## config.mk

```make
export PLATFORM = sky130hd
export DESIGN_NAME = wave_waitcnt_tracker
export DESIGN_NICKNAME = d
export VERILOG_FILES = /design/src/rtl/wave_pkg.sv /design/src/rtl/wave_waitcnt_slot.sv /design/src/rtl/wave_waitcnt_tracker.sv
export SDC_FILE = /design/constraint.sdc
export NUM_CORES = 1
export LEC_CHECK = 0
export ABC_AREA = 1
export CAP_MARGIN = 20
export CORE_ASPECT_RATIO = 0.6
export CORE_MARGIN = 2
export CORE_UTILIZATION = 50
export CTS_BUF_LIST = sky130_fd_sc_hd__clkbuf_2
export CTS_CLUSTER_SIZE = 16
export DETAILED_ROUTE_END_ITERATION = 12
export PLACE_DENSITY = 0.74
export SYNTH_ARGS = -nofsm -noshare
export SYNTH_HDL_FRONTEND = slang
export SYNTH_HIERARCHICAL = 1
export SYNTH_SLANG_ARGS = --single-unit
export TNS_END_PERCENT = 20
```

## constraint.sdc

```tcl
create_clock -name clk -period 2 [get_ports clk]
set_clock_uncertainty 0.05 [all_clocks]
set_input_delay 0.3 -clock clk [delete_from_list [all_inputs] [get_ports clk]]
set_output_delay 0.3 -clock clk [all_outputs]
set_load 0.02 [all_outputs]
```

## src/rtl/wave_pkg.sv

```systemverilog
// rtl/wave_pkg.sv - shared constants and state type for the wave waitcnt tracker
package wave_pkg;
  localparam int W_DEF   = 8;
  localparam int VMW_DEF = 6;
  localparam int LGW_DEF = 4;

  localparam logic MEM_VMEM = 1'b0;
  localparam logic MEM_LGKM = 1'b1;

  typedef enum logic {
    WC_RUN  = 1'b0,
    WC_WAIT = 1'b1
  } wc_state_t;
endpackage

```

## src/rtl/wave_waitcnt_slot.sv

```systemverilog
// rtl/wave_waitcnt_slot.sv - outstanding-memory counters and s_waitcnt FSM for one wave slot
module wave_waitcnt_slot
  import wave_pkg::*;
#(
  parameter int VMW = VMW_DEF,
  parameter int LGW = LGW_DEF
) (
  input  logic           clk,
  input  logic           rstn,
  input  logic           vm_inc,
  input  logic           vm_dec,
  input  logic           lg_inc,
  input  logic           lg_dec,
  input  logic           wait_set,
  input  logic [VMW-1:0] wait_vm,
  input  logic [LGW-1:0] wait_lg,
  input  logic           clr,
  output logic           ready,
  output logic           full,
  output logic           ovf,
  output logic           unf
);
  localparam logic [VMW-1:0] VM_MAX = '1;
  localparam logic [LGW-1:0] LG_MAX = '1;

  wc_state_t      state;
  logic [VMW-1:0] vm_cnt, vm_next, thr_vm;
  logic [LGW-1:0] lg_cnt, lg_next, thr_lg;
  logic           vm_ovf, vm_unf, lg_ovf, lg_unf;

  // A same-cycle inc and dec cancel, so saturation only applies to a lone inc or dec.
  assign vm_ovf = vm_inc & ~vm_dec & (vm_cnt == VM_MAX);
  assign vm_unf = vm_dec & ~vm_inc & (vm_cnt == '0);
  assign lg_ovf = lg_inc & ~lg_dec & (lg_cnt == LG_MAX);
  assign lg_unf = lg_dec & ~lg_inc & (lg_cnt == '0);

  assign ovf = ~clr & (vm_ovf | lg_ovf);
  assign unf = ~clr & (vm_unf | lg_unf);

  always_comb begin
    vm_next = vm_cnt;
    if (vm_inc && !vm_dec && !vm_ovf) vm_next = vm_cnt + VMW'(1);
    else if (vm_dec && !vm_inc && !vm_unf) vm_next = vm_cnt - VMW'(1);
  end

  always_comb begin
    lg_next = lg_cnt;
    if (lg_inc && !lg_dec && !lg_ovf) lg_next = lg_cnt + LGW'(1);
    else if (lg_dec && !lg_inc && !lg_unf) lg_next = lg_cnt - LGW'(1);
  end

  always_ff @(posedge clk or negedge rstn) begin
    if (!rstn) begin
      state  <= WC_RUN;
      vm_cnt <= '0;
      lg_cnt <= '0;
      thr_vm <= '0;
      thr_lg <= '0;
    end else if (clr) begin
      state  <= WC_RUN;
      vm_cnt <= '0;
      lg_cnt <= '0;
      thr_vm <= '0;
      thr_lg <= '0;
    end else begin
      vm_cnt <= vm_next;
      lg_cnt <= lg_next;
      // Release compares registered counters, so a wait never clears before N+2.
      if (wait_set) begin
        state  <= WC_WAIT;
        thr_vm <= wait_vm;
        thr_lg <= wait_lg;
      end else if (state == WC_WAIT && vm_cnt <= thr_vm && lg_cnt <= thr_lg) begin
        state <= WC_RUN;
      end
    end
  end

  assign ready = (state == WC_RUN);
  assign full  = (vm_cnt == VM_MAX) | (lg_cnt == LG_MAX);
endmodule

```

## src/rtl/wave_waitcnt_tracker.sv

```systemverilog
// rtl/wave_waitcnt_tracker.sv - per-wave waitcnt tracking driving the scheduler ready mask
module wave_waitcnt_tracker
  import wave_pkg::*;
#(
  parameter int W   = W_DEF,
  parameter int IDW = (W > 1) ? $clog2(W) : 1,
  parameter int VMW = VMW_DEF,
  parameter int LGW = LGW_DEF
) (
  input  logic           clk,
  input  logic           rstn,
  input  logic           mem_iss_valid,
  input  logic [IDW-1:0] mem_iss_id,
  input  logic           mem_iss_lgkm,
  input  logic           vm_ret_valid,
  input  logic [IDW-1:0] vm_ret_id,
  input  logic           lg_ret_valid,
  input  logic [IDW-1:0] lg_ret_id,
  input  logic           wait_valid,
  input  logic [IDW-1:0] wait_id,
  input  logic [VMW-1:0] wait_vm,
  input  logic [LGW-1:0] wait_lg,
  input  logic           clr_valid,
  input  logic [IDW-1:0] clr_id,
  output logic [W-1:0]   wave_ready,
  output logic [W-1:0]   mem_full,
  output logic           err_ovf,
  output logic           err_unf
);
  logic [W-1:0] ovf_p, unf_p;

  // Ids at or above W match no slot, so such events vanish without error.
  for (genvar i = 0; i < W; i++) begin : g_slot
    logic iss_hit;
    assign iss_hit = mem_iss_valid && (mem_iss_id == IDW'(i));

    wave_waitcnt_slot #(.VMW(VMW), .LGW(LGW)) u_slot (
      .clk      (clk),
      .rstn     (rstn),
      .vm_inc   (iss_hit && (mem_iss_lgkm == MEM_VMEM)),
      .vm_dec   (vm_ret_valid && (vm_ret_id == IDW'(i))),
      .lg_inc   (iss_hit && (mem_iss_lgkm == MEM_LGKM)),
      .lg_dec   (lg_ret_valid && (lg_ret_id == IDW'(i))),
      .wait_set (wait_valid && (wait_id == IDW'(i))),
      .wait_vm  (wait_vm),
      .wait_lg  (wait_lg),
      .clr      (clr_valid && (clr_id == IDW'(i))),
      .ready    (wave_ready[i]),
      .full     (mem_full[i]),
      .ovf      (ovf_p[i]),
      .unf      (unf_p[i])
    );
  end

  always_ff @(posedge clk or negedge rstn) begin
    if (!rstn) begin
      err_ovf <= 1'b0;
      err_unf <= 1'b0;
    end else begin
      if (|ovf_p) err_ovf <= 1'b1;
      if (|unf_p) err_unf <= 1'b1;
    end
  end
endmodule

```

=== After elaboration in Yosys (flattened, before gate mapping) ===
Index checks and enable logic that the tools add are counted.

* Logic and storage cells: 653
* Register bits: 170

* Bitwise logic cells: 153
* Add/subtract/negate cells: 32
* Muxes and demuxes: 104
* Order comparisons: 16
* Reductions and logical operators: 255
* Eq/ne operators: 51

{| class="wikitable"
|+ Operator list
! cell !! count
|-
| $mux 6 || 40
|-
| $mux 4 || 40
|-
| $logic_and 1x1->1 || 136
|-
| $and 1x1->1 || 80
|-
| $reduce_bool 3->1 || 24
|-
| $logic_not 1->1 || 64
|-
| $eq 3x3->1 const B || 20
|-
| $not 1->1 || 49
|-
| $add 6x1->6 const B || 8
|-
| $eq 6x6->1 const B || 8
|-
| $le 6x6->1 || 8
|-
| $logic_not 6->1 || 8
|-
| $sub 6x1->6 const B || 8
|-
| $add 4x1->4 const B || 8
|-
| $eq 4x4->1 const B || 8
|-
| $le 4x4->1 || 8
|-
| $logic_not 4->1 || 8
|-
| $sub 4x1->4 const B || 8
|-
| $eq 3x2->1 const B || 10
|-
| $mux 1 || 24
|-
| $or 1x1->1 || 24
|-
| $reduce_bool 2->1 || 8
|-
| $reduce_or 8->1 || 2
|-
| $eq 3x1->1 const B || 5
|-
| $logic_not 3->1 || 5
|}

=== Depth between registers and ports, before layout ===
* Depth in word-level cells: 11
* Depth in mapped cells: 17
* Gate-level depth less buffers: 17

=== Hierarchy ===
The synthesis kept the hierarchy.

{| class="wikitable"
|+ By module, submodules not included
! module !! cells an instance !! area each (µm²) !! instances !! seq. area each (µm²)
|-
| wave_waitcnt_slot (g_slot[2].u_slot ...) || 208 || 1597.8 || 4 || 525.5
|-
| wave_waitcnt_slot (g_slot[0].u_slot ...) || 208 || 1580.3 || 4 || 525.5
|-
| wave_waitcnt_tracker || 117 || 509.2 || 1 || 50.0
|}

=== Worst setup path after synthesis ===
No wires, ideal clock.

* Kind: input-to-reg
* Start: in mem_iss_lgkm
* End: reg g_slot[7].u_slot.vm_cnt[5]
* Setup slack: -29 ps
* Data required time: 1833 ps
* Data arrival time: 1861 ps
* Path buffers: 1
* Library setup time: 117 ps
* Stages: 14
* Path through: buf_4 nor3_1 nand2_1 inv_1 nand2_4 ha_1 nand2_1 nand2_1 nand2_1 nand2_1 nor2_1 nand3_1 nand3_1 nand2_1

* Longest elaborated chain between the ends: 8
* Elaborated cells on any way between the ends: 17
* Those cells by class: 2 x mux; 6 x bitwise; 9 x reduce/logical

{| class="wikitable"
|+ Ends and longest elaborated chain
! element !! line !! source
|-
| start: declaration || wave_waitcnt_tracker.sv:14 || <nowiki>input logic mem_iss_lgkm,</nowiki>
|-
| $not 1->1 * || wave_waitcnt_tracker.sv:40 || <nowiki>.vm_inc (iss_hit && (mem_iss_lgkm == MEM_VMEM)),</nowiki>
|-
| $logic_and 1x1->1 * || wave_waitcnt_tracker.sv:40 ||
|-
| $and 1x1->1 / $not 1->1 (equally long branches) || wave_waitcnt_slot.sv:32, wave_waitcnt_slot.sv:33 ||
|-
| $and 1x1->1, on equally long branches || wave_waitcnt_slot.sv:32, wave_waitcnt_slot.sv:33 ||
|-
| $logic_not 1->1 / $and 1x1->1 (equally long branches) || wave_waitcnt_slot.sv:42, wave_waitcnt_slot.sv:33 ||
|-
| $logic_and 1x1->1 / $logic_not 1->1 (equally long branches) || wave_waitcnt_slot.sv:42, wave_waitcnt_slot.sv:43 ||
|-
| $mux 6 / $logic_and 1x1->1 (equally long branches) || wave_waitcnt_slot.sv:42, wave_waitcnt_slot.sv:43 ||
|-
| $mux 6 / $reduce_bool 3->1 (equally long branches) || - ||
|-
| end signal: assignment || wave_waitcnt_slot.sv:66 || <nowiki>vm_cnt <= vm_next;</nowiki>
|-
| end: declaration || wave_waitcnt_slot.sv:27 || <nowiki>logic [VMW-1:0] vm_cnt, vm_next, thr_vm;</nowiki>
|}

Every way passes the cells marked *; elsewhere a longest branch is shown, timed or not.
A chain may end at the register's enable or synchronous reset.

=== Worst setup path in the final report ===
* Start: reg g_slot[0].u_slot.vm_cnt[5]
* End: out mem_full[0]

* Longest elaborated chain between the ends: 2

{| class="wikitable"
|+ Ends and longest elaborated chain
! element !! line !! source
|-
| start: declaration || wave_waitcnt_slot.sv:27 ||
|-
| start signal: assignment || wave_waitcnt_slot.sv:66 ||
|-
| $eq 6x6->1 || wave_waitcnt_slot.sv:80 || <nowiki>assign full = (vm_cnt == VM_MAX) | (lg_cnt == LG_MAX);</nowiki>
|-
| $or 1x1->1 || wave_waitcnt_slot.sv:80 ||
|-
| end: declaration || wave_waitcnt_tracker.sv:26 || <nowiki>output logic [W-1:0] mem_full,</nowiki>
|}

Every way passes these cells.

==> reports/qor.log <==
qor: outcome.outcome complete, but fails checks
qor: outcome.violations negative setup slack
qor: route.post_route_wl 38,220 um
qor: yosys.yosys.area_share.xor_xnor 2.120%
qor: global_routing.wire_length_of_the_first_global_routing_pass 61,310 um
qor: worst_setup_path.cp_data_arrival_time 1830 ps
qor: yosys.post_synth.cell_area_avg 7.424 sq um
qor: yosys.ys_dominant_reg_cell sky130_fd_sc_hd__dfrtp_1
qor: sta.final_min_period_over_clock_period 108.9%
qor: final_layout.syn_to_layout_area_delta 24.75%
qor: worst_setup_path.rr_worst_depth 14
qor: final_layout.nNetsFinal 2,257
qor: sta.worst_slew_margin_rel 46.79%
qor: die.die_area 0.02780 sq mm
qor: route.post_drt_wl_per_cell 15.58 um
qor: route.vias 12,904
qor: yosys.postSynthCellCount 1,781
qor: clock_network.cts_tree built
qor: worst_setup_path.rr_endpoint g_slot[3].u_slot/vm_cnt[5]
qor: placement.dp.cells 2,380
qor: sta.post-route-min-period 2177 ps
qor: route.drt_pass1_iterations 5
qor: clock_network.cts.clk_slew.worst_paths 290 ps
qor: yosys.synth-seq-area-share 32.18%
qor: placement.place_congestion 0.9257
qor: worst_setup_path.critical-path-max-stage-delay 430 ps
qor: placement.dp_hpwl 29,210 um
qor: worst_setup_path.most_repeated_library_cell_on_the_critical_path sky130_fd_sc_hd__buf_6
qor: clock_network.maximum_level_of_the_cts_h_tree 4
qor: yosys.synth_top_family_by_area simple AND/OR/NAND/NOR gates
qor: worst_hold_path.min_to g_slot[4].u_slot/thr_vm[2]
qor: yosys.yosys.area_share.adder 14.54%
qor: final_layout.layout_common_cells 365 x sky130_fd_sc_hd__nand2_1, 255 x sky130_fd_sc_hd__inv_1, 254 x sky130_fd_sc_hd__buf_4
qor: die.placeableCoreArea 0.02619 sq mm
qor: worst_setup_path.critical_path.slowest_cell sky130_fd_sc_hd__dfrtp_1
qor: yosys.synth-edff-count 0
qor: die.num_io_pins 51
qor: sta.worst-slew-pin-transition 795.7 ps
qor: final_layout.postLayoutCellArea 0.01649 sq mm
qor: clock_network.cts_max_path_buffers 2
qor: worst_setup_path.critical_path_required_time 1650 ps
qor: sta.grt_setup_unrepaired yes
qor: clock_network.worstSkewPairLatency 880 ps
qor: worst_hold_path.hold_path_class input port to register
qor: yosys.synth-seq-cells 170
qor: pwr.total_power 19.46 mW
qor: sta.timing_hold_violations_final 0
qor: route.drt_first_iter_violations 1,066
qor: route.via_per_inst 5.260
qor: worst_hold_path.hold-path-cell-count 4
qor: worst_setup_path.critPathMaxFanout 2
qor: yosys.post_synth_and_or_nand_nor_area_fraction 30.60%
qor: worst_setup_path.startpoint_type register
qor: pwr.power_leakage 8.695 nW
qor: sta.report.final.setup_viol 12
qor: global_routing.number_of_global_route_vias_before_repair 12,123
qor: route.detail-route-antenna-nets 0
qor: yosys.synth_fp_nets 1,958
qor: flow_run.max_cap_violations 0
qor: placement.port_buffers 50
qor: yosys.mux_contribution_to_synthesized_area 0%
qor: sta.max_freq 0.4592 GHz
qor: worst_setup_path.kind_of_end_point_of_the_critical_path output pin
qor: pwr.power_density 1180 mW/mm^2
qor: placement.post_dp_cell_area 0.01573 sq mm
qor: route.drt_drc_violations_left 0
qor: final_layout.utilization 62.98%
qor: yosys.asyncSetResetFlopFracSynth 100.0%
qor: yosys.synth-compound-area-share 10.67%
qor: die.initial_core_util 50.49%
qor: final_layout.fin_cells 2,453
qor: global_routing.antenna_found_initial 0
qor: final_layout.layout_commonest_cell sky130_fd_sc_hd__nand2_1
qor: clock_network.tritoncts_num_sinks 170
qor: yosys.synthesis.yosys.warnings 6
qor: sta.final-max-slew-violation-count 0
qor: die.die_h 130.0 um
qor: clock_network.cts-buffers-inserted 17
qor: die.die-width 213.9 um
qor: worst_setup_path.worstSetupStartpoint g_slot[0].u_slot/vm_cnt[5]
qor: sta.postLayoutSetupSlackWorst -177.5 ps
qor: final_layout.insertedDiodeCount 0
qor: worst_setup_path.worst_r2r_startpoint g_slot[3].u_slot/vm_cnt[5]
qor: worst_setup_path.critPathKind register to output pin
qor: die.core.rowCount 46
qor: final_layout.drive_above_1_share 24.41%
qor: clock_network.clock-root-buffer sky130_fd_sc_hd__clkbuf_2
qor: worst_setup_path.timing.critical_path.cells nand2_1 > nor2_2 > nand2_2 > buf_6 > nand2_4 > buf_6
qor: pwr.peak_vdd_ir 0.0006151 V
qor: global_routing.grtUsageTotal 27.84%
qor: placement.placement.setup.worst_slack -845.2 ps
qor: global_routing.grt_overflow 0
qor: worst_hold_path.timing.hold.worst.start wait_vm[2]
qor: worst_setup_path.r2r_setup_slack -50 ps
qor: global_routing.pin_count_of_the_biggest_net_entering_global_routing 60
qor: yosys.synthesis.area 0.01322 sq mm
qor: yosys.yosys.cell_types.count 36
-- logic make-up (layout without fill, tap and decap cells) --
family / after synthesis / after routing
AOI/OAI and AO/OA: 248 / 248
xor gates and xnor gates: 32 / 32
adders and majority gates: 144 / 144
buffers and inverters: 330 / 642
DFF: 170 / 170
and+or+nand+nor: 857 / 857
-- critical path: cells and delay by family, from the launching register on --
family	cells	cell delay, ps
flip-flops	1	430
AND/OR/NAND/NOR	4	300
buffers and inverters	2	240
-- area by class of cell --
type / count / area (sq um)
clock inverters: 15 / 163.9
clock buffers: 17 / 85.08
multi-input cells: 1281 / 7865
flip-flops and latches: 170 / 4264
well taps: 360 / 450.4
inverters: 301 / 1150
repair buffers: 309 / 2515
fillers: 2219 / 9694
-- repair_timing --
action / CTS / global route
setup buffers: 26 / 12
setup endpoints to repair: 18 / 39
hold buffers: 3 / 0
gates resized for setup: 113 / 43
pin swaps: 15 / 14
endpoints found under the hold margin: 170 / 0
-- Yosys cell counts (all sizes together), types with 20 or more instances --
cell type / number / area share, %
o21ai: 180 / 7.5
a21oi: 48 / 1.8
nand4: 20 / 1.3
ha: 128 / 12
nand2: 418 / 13
buf: 21 / 0.97
inv: 293 / 8.3
or2: 26 / 1.2
nor2: 188 / 6.5
nand3: 167 / 6.7
dfrtp: 170 / 32
nor3: 38 / 1.4
-- per-layer routing --
layer	wire (um)	global-route usage, %	vias to the layer above
met4	803	7.692	0
li1	-	-	6340
met2	16520	42.48	443
met1	17990	39.64	6063
met3	2910	6.713	58
met5	0	0	-
-- state kept, by name (all words and copies together) (netlist names) --
signal,cells
g_slot.u_slot/lg_cnt,32
g_slot.u_slot/state,8
err_unf,1
err_ovf,1
g_slot.u_slot/thr_vm,48
g_slot.u_slot/vm_cnt,48
g_slot.u_slot/thr_lg,32
-- worst max path at each step --
stage / to / slack (ps) / depth (start not counted)
floorplan: g_slot[3].u_slot/vm_cnt[5] / -20 / 14
CTS: mem_full[0] / -240 / 6
global placement: g_slot[6].u_slot/vm_cnt[5] / -710 / 17
global route: mem_full[4] / -300 / 5
detailed placement: g_slot[6].u_slot/vm_cnt[5] / -850 / 17
finish: mem_full[0] / -180 / 6
-- per-stage QoR --
| stage | hold slack, ps | setup TNS, ps |
|---|---|---|
| after floorplan | -45.59 | -33.37 |
| after global placement | 189.7 | -43020 |
| after detailed placement | 189.5 | -47600 |
| after CTS | 56.64 | -1477 |
| after global routing | 68.20 | -3164 |
| final | 133.3 | -962.6 |
-- where the power goes --
part	switching (mW)	total [mW]	internal, mW	leakage (nW)
registers	0.688	5.18	4.50	2.19
logic	6.91	12.3	5.38	6.36
clock network	1.39	1.99	0.603	0.147
Power figures use the tool's default switching activity.
